==> config.mk <==
export PLATFORM = sky130hd
export DESIGN_NAME = iiitb_usr_ser_tx
export DESIGN_NICKNAME = d
export VERILOG_FILES = /design/src/rtl/iiitb_usr_ser_tx.sv
export SDC_FILE = /design/constraint.sdc
export NUM_CORES = 1
export LEC_CHECK = 0
export ABC_AREA = 1
export BUFFER_PORTS_ARGS = -buffer_cell sky130_fd_sc_hd__clkbuf_2
export CAP_MARGIN = 15
export CELL_PAD_IN_SITES_DETAIL_PLACEMENT = 0
export CELL_PAD_IN_SITES_GLOBAL_PLACEMENT = 1
export CORE_ASPECT_RATIO = 1.2
export CORE_UTILIZATION = 41
export CTS_BUF_LIST = sky130_fd_sc_hd__clkbuf_2 sky130_fd_sc_hd__clkbuf_4 sky130_fd_sc_hd__clkbuf_8
export CTS_CLUSTER_DIAMETER = 200
export DETAILED_ROUTE_END_ITERATION = 6
export PLACE_DENSITY_LB_ADDON = 0.1
export SYNTH_ARGS = -nofsm -noshare
export SYNTH_HDL_FRONTEND = slang
export SYNTH_SLANG_ARGS = --single-unit
==> constraint.sdc <==
create_clock -name clock -period 1.6 [get_ports clock]
set_input_delay 0.08 -clock clock [delete_from_list [all_inputs] [get_ports clock]]
set_output_delay 0.08 -clock clock [all_outputs]
set_load 0.02 [all_outputs]
==> src/rtl/iiitb_usr_ser_tx.sv <==
// iiitb_usr_ser_tx: parallel-in, serial-out transmitter feeding the serial
// inputs of a universal shift register, with a matching mode select so the
// receiver shifts in lockstep (00 = left / MSB-first, 01 = right / LSB-first,
// 11 = hold).
// Optional feature: define USR_TX_PREFETCH_EN to add a one-entry holding
// buffer so consecutive frames stream with no idle cycles between them.
module iiitb_usr_ser_tx #(
  parameter int unsigned WIDTH = 8
) (
  input  logic             clock,
  input  logic             clear,
  input  logic [WIDTH-1:0] tx_data,
  input  logic             tx_valid,
  output logic             tx_ready,
  input  logic             tx_dir,
  output logic             ser_out,
  output logic [1:0]       select_out,
  output logic             busy,
  output logic             done
);

  localparam int unsigned   CW       = $clog2(WIDTH);
  localparam logic [CW-1:0] LAST     = CW'(WIDTH - 1);
  localparam logic [1:0]    SEL_HOLD = 2'b11;

  typedef enum logic [1:0] {IDLE, SHIFT, DONE} state_t;

  state_t           state;
  logic [WIDTH-1:0] shreg;
  logic [CW-1:0]    cnt;
  logic             dir;

  logic             accept;
  logic             last_bit;
  logic             launch;
  logic             rdy_n;
  logic [WIDTH-1:0] src_data;
  logic             src_dir;

  assign accept   = tx_valid & tx_ready;
  assign last_bit = (state == SHIFT) && (cnt == LAST);

  // Bit presented first for a word in the given direction.
  function automatic logic first_bit(input logic [WIDTH-1:0] w, input logic d);
    return d ? w[0] : w[WIDTH-1];
  endfunction

  // Word remaining after the presented bit has been removed.
  function automatic logic [WIDTH-1:0] advance(input logic [WIDTH-1:0] w, input logic d);
    return d ? {1'b0, w[WIDTH-1:1]} : {w[WIDTH-2:0], 1'b0};
  endfunction

`ifdef USR_TX_PREFETCH_EN
  logic [WIDTH-1:0] buf_data;
  logic             buf_dir;
  logic             buf_full;
  logic             at_launch;
  logic             buf_wr;
  logic             full_n;

  // A new frame can start from IDLE or in place of the last shift cycle; the
  // buffer is drained first, and an accept bypasses it only when it is empty
  // at such a point. Otherwise the accepted word (re)fills the buffer.
  always_comb begin
    at_launch = (state == IDLE) || last_bit;
    buf_wr    = accept && !(at_launch && !buf_full);
    full_n    = buf_wr || (buf_full && !at_launch);
    launch    = at_launch && (buf_full || accept);
    src_data  = buf_full ? buf_data : tx_data;
    src_dir   = buf_full ? buf_dir  : tx_dir;
    rdy_n     = !full_n;
  end

  // Holding buffer for the next word.
  always_ff @(posedge clock or posedge clear) begin
    if (clear) begin
      buf_full <= 1'b0;
      buf_data <= '0;
      buf_dir  <= 1'b0;
    end else begin
      buf_full <= full_n;
      if (buf_wr) begin
        buf_data <= tx_data;
        buf_dir  <= tx_dir;
      end
    end
  end
`else
  // Without the buffer a frame starts only from IDLE and ready is offered
  // only there.
  always_comb begin
    launch   = (state == IDLE) && accept;
    src_data = tx_data;
    src_dir  = tx_dir;
    rdy_n    = ((state == IDLE) && !accept) || (state == DONE);
  end
`endif

  // Frame sequencer with registered outputs: the first bit is placed on
  // ser_out at the accept edge so bits occupy exactly WIDTH cycles.
  always_ff @(posedge clock or posedge clear) begin
    if (clear) begin
      state      <= IDLE;
      tx_ready   <= 1'b0;
      ser_out    <= 1'b0;
      select_out <= SEL_HOLD;
      busy       <= 1'b0;
      done       <= 1'b0;
      shreg      <= '0;
      cnt        <= '0;
      dir        <= 1'b0;
    end else begin
      tx_ready <= rdy_n;
      done     <= 1'b0;
      case (state)
        IDLE: begin
          if (launch) begin
            state      <= SHIFT;
            dir        <= src_dir;
            ser_out    <= first_bit(src_data, src_dir);
            shreg      <= advance(src_data, src_dir);
            cnt        <= '0;
            select_out <= {1'b0, src_dir};
            busy       <= 1'b1;
          end else begin
            ser_out    <= 1'b0;
            select_out <= SEL_HOLD;
            busy       <= 1'b0;
          end
        end
        SHIFT: begin
          if (last_bit) begin
            done <= 1'b1;
            if (launch) begin
              dir        <= src_dir;
              ser_out    <= first_bit(src_data, src_dir);
              shreg      <= advance(src_data, src_dir);
              cnt        <= '0;
              select_out <= {1'b0, src_dir};
            end else begin
              state      <= DONE;
              ser_out    <= 1'b0;
              select_out <= SEL_HOLD;
              busy       <= 1'b0;
            end
          end else begin
            ser_out <= first_bit(shreg, dir);
            shreg   <= advance(shreg, dir);
            cnt     <= cnt + CW'(1);
          end
        end
        DONE: begin
          state <= IDLE;
        end
        default: begin
          state <= IDLE;
        end
      endcase
    end
  end

endmodule

# Word-level counts from Yosys, hierarchy flattened
# Cells that the tools add are included.
[totals]
latchBits = 0
out_inout_bits = 6
input_bits = 12
wordCells = 56
register_bits = 20
rom_bits = 0
n_memories = 0
ramBits = 0
[op_classes]
n_reduce_logical = 10
mux = 29
eq_ne = 6
mul = 0
magnitude_cmp = 0
bitwise = 1
shifts = 0
addsub = 1
div = 0
[op_table]
columns = ["cell", "n"]
rows = [
  ["two-way mux 8 bit", 4],
  ["case mux 8 bit (2 select lines)", 1],
  ["two-way mux 1 bit", 11],
  ["two-way mux 2 bit", 5],
  ["case mux 2 bit (2 select lines)", 2],
  ["two-way mux 3 bit", 2],
  ["inequality test 2 bit (second input constant)", 3],
  ["case mux 1 bit (2 select lines)", 3],
  ["case mux 3 bit (2 select lines)", 1],
  ["AND reduction 3 bit", 2],
  ["adder 3 x 1 -> 3 bit (second input constant)", 1],
  ["equality test 3 bit (second input constant)", 1],
  ["logical AND 1 bit", 3],
  ["equality test 2 x 1 -> 1 bit (second input constant)", 1],
  ["equality test 2 bit (second input constant)", 1],
  ["zero test 2 bit", 1],
  ["AND reduction 2 bit", 1],
  ["nonzero test 2 bit", 1],
  ["bitwise AND 1 bit", 1],
  ["zero test 1 bit", 1],
  ["logical OR 1 bit", 1],
]

# Depth between registers and ports, before layout
[depth]
ltp_word = 5
mapped_depth = 7
mapped_depth_nobuf = 7

# Worst setup path before layout
# No wires, ideal clock.
[synth_path]
kind = "flip-flop to flip-flop"
start = "reg cnt[0]"
end = "reg shreg[3]"
setup_time_ps = 71
path_slack_ps = 262
path_buffers = 0
required_time_ps = 1529
synth_period_minus_slack_ps = 1338
arrival_ps = 1266
stages_incl_launch_ff = 8
path_cell_list = "dfrtp_1 -> ha_1 -> ha_1 -> inv_1 -> nand3_2 -> nand2_1 -> nor2_1 -> nor2_1"
[synth_via]
elab_chain_len = 4
[synth_rtl]
columns = ["element", "line", "rtl"]
rows = [
  ["from (decl)", "30", "logic [CW-1:0] cnt;"],
  ["from (signal assigned)", "149", "cnt <= cnt + CW'(1);"],
  ["equality test 3 bit", "41", "assign last_bit = (state == SHIFT) && (cnt == LAST);"],
  ["logical AND 1 bit", "41", ""],
  ["two-way mux 8 bit", "132", "if (last_bit) begin"],
  ["case mux 8 bit (2 select lines)", "115", "case (state)"],
  ["to (signal assigned)", "121", "shreg <= advance(src_data, src_dir);"],
  ["to (signal assigned)", "137", "shreg <= advance(src_data, src_dir);"],
  ["to (signal assigned)", "148", "shreg <= advance(shreg, dir);"],
  ["to (decl)", "29", "logic [WIDTH-1:0] shreg;"],
]
# No other way between the ends.
# A chain may end at the register's enable or synchronous reset.

# Worst setup path after layout
[layout_path]
start = "reg cnt[0]"
end = "reg shreg[5]"
# The elaborated chain is that of the path after synthesis.

==> impl_metrics.csv <==
group,metric,value,unit
global_routing,antenna_found_initial,0,
placement,placed_area,1160,µm²
clock_tree,clkSinkCount,20,
min_path,min_to,"shreg[0]",
power,p_sw_frac,0.440,
placement,place_congestion,0.825,
sta,maxSlewViolCount,0,
yosys,ys_ff_latch,20,
power,combPwrFrac,0.467,
sta,rsz0062_at_grt,"false",
finish,nNetsFinal,179,
setup_path,r2r_slack,0.16,ns
min_path,min-delay-start,"tx_data[1]",
yosys,syn_inst,144,
power,power_frac_clock,0.123,
route,ant_nets,0,
job,maxCapViolations,0,
clock_tree,htreeDepth,1,
clock_tree,cts.path.max_buffers,2,
setup_path,crit_family,"simple AND/OR/NAND/NOR gates",
sta,skew,0.00808,ns
die,rows,19,
yosys,ys_types,17,
power,seqPwrFrac,0.410,
min_path,min_path_type,"input pin to flop",
yosys,yosysSeqAreaShare,0.481,
die,core,2350,µm²
power,p_sw,0.970,mW
setup_path,crit_start,"cnt[0]",
die,start_util,0.444,
placement,portBuffers,17,
route,first_pass_iters,5,
route,routed_wl,2.29,mm
die,die_w,48.1,µm
setup_path,slowest_stage,"dfrtp_1",
setup_path,rr_worst_depth,7,
global_routing,track_usage,0.198,
sta,fin_crit,1.44,ns
route,vias,971,
finish,fill_cells,246,
die,dieArea,2760,µm²
sta,finalHoldViolations,0,
sta,slew_headroom,0.499,
setup_path,crit_buf_inv,1,
setup_path,cp_max_fo,8,
global_routing,grt_max_degree,21,
setup_path,regToRegEndpoint,"shreg[5]",
power,internal-power,1.24,mW
min_path,whs_path_depth,3,
setup_path,critPathLaunchType,"flop",
route,drt_iter0_markers,27,
route,drc_errors,0,
route,avgRoutedWirePerCell,11.7,µm
setup_path,crit_chain,"ha_1 -> ha_1 -> inv_1 -> nand3_4 -> nand2_2 -> nor2_1 -> nor2_1",
clock_tree,path_clk_slew,0.12,ns
placement,hpwlAfterDp,1.72,mm
route,vias_per_cell,4.98,
clock_tree,cts_root_buf,"clkbuf_4",
clock_tree,numCtsBuffers,3,
setup_path,path_class,"flop to flop",
setup_path,cp.arrival,1.68,ns
finish,area_growth,15.8,%
sta,tightest_slew,0.751,ns
global_routing,grt_pass1_wl,3.89,mm
setup_path,cp-end-kind,"flop",
setup_path,reg2reg_from,"cnt[0]",
finish,diodes,0,
setup_path,cp.required,1.84,ns
die,ios,18,
global_routing,grt_pass1_vias,923,
yosys,synth_warnings,0,
sta,setup_viol,0,
yosys,avgSynthCellArea,7.26,µm²
power,peakVddDrop,0.000819,V
sta,finalCritPeriodShare,0.900,
clock_tree,cts_tree,"done",
power,p_per_area,1820,nW/µm²
die,die_y,57.3,µm
power,power.leakage,0.665,nW
sta,max_freq,0.694,GHz
setup_path,cpPeakStageDelay,0.42,ns
clock_tree,clock_latency,0.30,ns
clock_tree,postCtsSetupBuffers,0,
yosys,syn_nets,158,
yosys,syn_area,1050,µm²
run_status,status,"complete, no violations",
finish,drive_gt1_frac,0.177,
global_routing,overflow,0,
finish,final_area,1210,µm²
sta,timing.setup.tns,0,ns
## tightest hold or removal path, cell delays in order
cell and delay [ns]:
clkbuf_2 0.09, nand3_1 0.10, nand3_1 0.07
## placed cells by master, fill, tap and decap left out, drive strengths merged, types with 2 or more instances in the layout
master,count
a21oi,3
buf,2
clkbuf,21
dfrtp,18
dfstp,2
ha,2
inv,15
nand2,52
nand3,14
nand4,2
nor2,20
o21ai,11
## Yosys cell counts
library cell  instances  area (µm²)
nand3_2               1        10.0
nor2_1               19        71.3
buf_2                 1        5.00
nand4_1               2        12.5
nand2_1              52         195
inv_1                14        52.6
clkbuf_1              1        3.75
dfrtp_1              18         450
o21ai_0              11        55.1
a21oi_1               3        15.0
dfstp_2               2        52.6
buf_4                 2        15.0
ha_1                  2        25.0
a21boi_1              1        7.51
nor2_2                1        6.26
inv_2                 1        3.75
nand3_1              13        65.1
## power by group through the flow
stage,Combinational (mW),Clock (mW),Sequential (mW)
floorplan,0.709,0,0.936
global placement,0.984,0,0.911
detailed placement,1.01,0,0.915
CTS,1.01,0.281,0.904
global route,1.20,0.295,0.942
finish,1.03,0.271,0.905
## registers in the layout, summed over array words and instances (netlist names)
register and flops:
shreg 8, cnt 3, select_out 2, state 2, busy 1, dir 1
done 1, ser_out 1, tx_ready 1
## per-layer routing
layer,vias to the layer above,track usage,share of wire
li1,491,-,-
met1,445,0.266,0.45
met2,33,0.317,0.50
met3,2,0.0380,0.043
met4,0,0.0595,0.0083
met5,-,0,0
## worst max path at each step
| stage | depth (start not counted) | endpoint | slack, ns |
|---|---|---|---|
| final | 7 | shreg[5] | 0.16 |
| after CTS | 7 | shreg[4] | 0.05 |
| after floorplan | 7 | shreg[3] | 0.26 |
| after global placement | 7 | shreg[3] | 0.16 |
| after global routing | 7 | shreg[4] | 0.02 |
| after detailed placement | 7 | shreg[4] | 0.1 |
## cells by family after synthesis
group,after synthesis,share of synthesized area
AOI/OAI and AO/OA,15,0.0742
and+or+nand+nor,88,0.345
DFF,20,0.481
buffers and inverters,19,0.0765
adders and majority gates,2,0.0239
## layout make-up
type / instances / area (µm²) / area share
Tap cell: 31 / 38.8 / 0.0320
Multi-Input combinational cell: 105 / 473 / 0.390
Inverter: 15 / 56.3 / 0.0465
Timing Repair Buffer: 20 / 110 / 0.0909
Clock buffer: 4 / 30.0 / 0.0248
Sequential cell: 20 / 503 / 0.415
## through the flow
stage | instances | power (mW) | worst slack (ns) | hold slack, ns | util
5_1_grt | 195 | 2.44 | 0.0190 | 0.0667 | 0.515
2_1_floorplan | 144 | 1.64 | 0.262 | 0.0423 | -
4_1_cts | 195 | 2.20 | 0.0549 | 0.0556 | 0.510
3_3_place_gp | 190 | 1.90 | 0.165 | 0.219 | 0.493
3_5_place_dp | 190 | 1.92 | 0.0958 | 0.238 | 0.493
6_report | 195 | 2.21 | 0.160 | 0.0579 | 0.515
## repair_timing
action,in CTS,in global routing
endpoints found under the setup margin,0,4
hold endpoints to repair,18,0
gates resized for setup,0,2
hold buffers,1,0
Note: power is estimated with default switching activity, not from simulation.
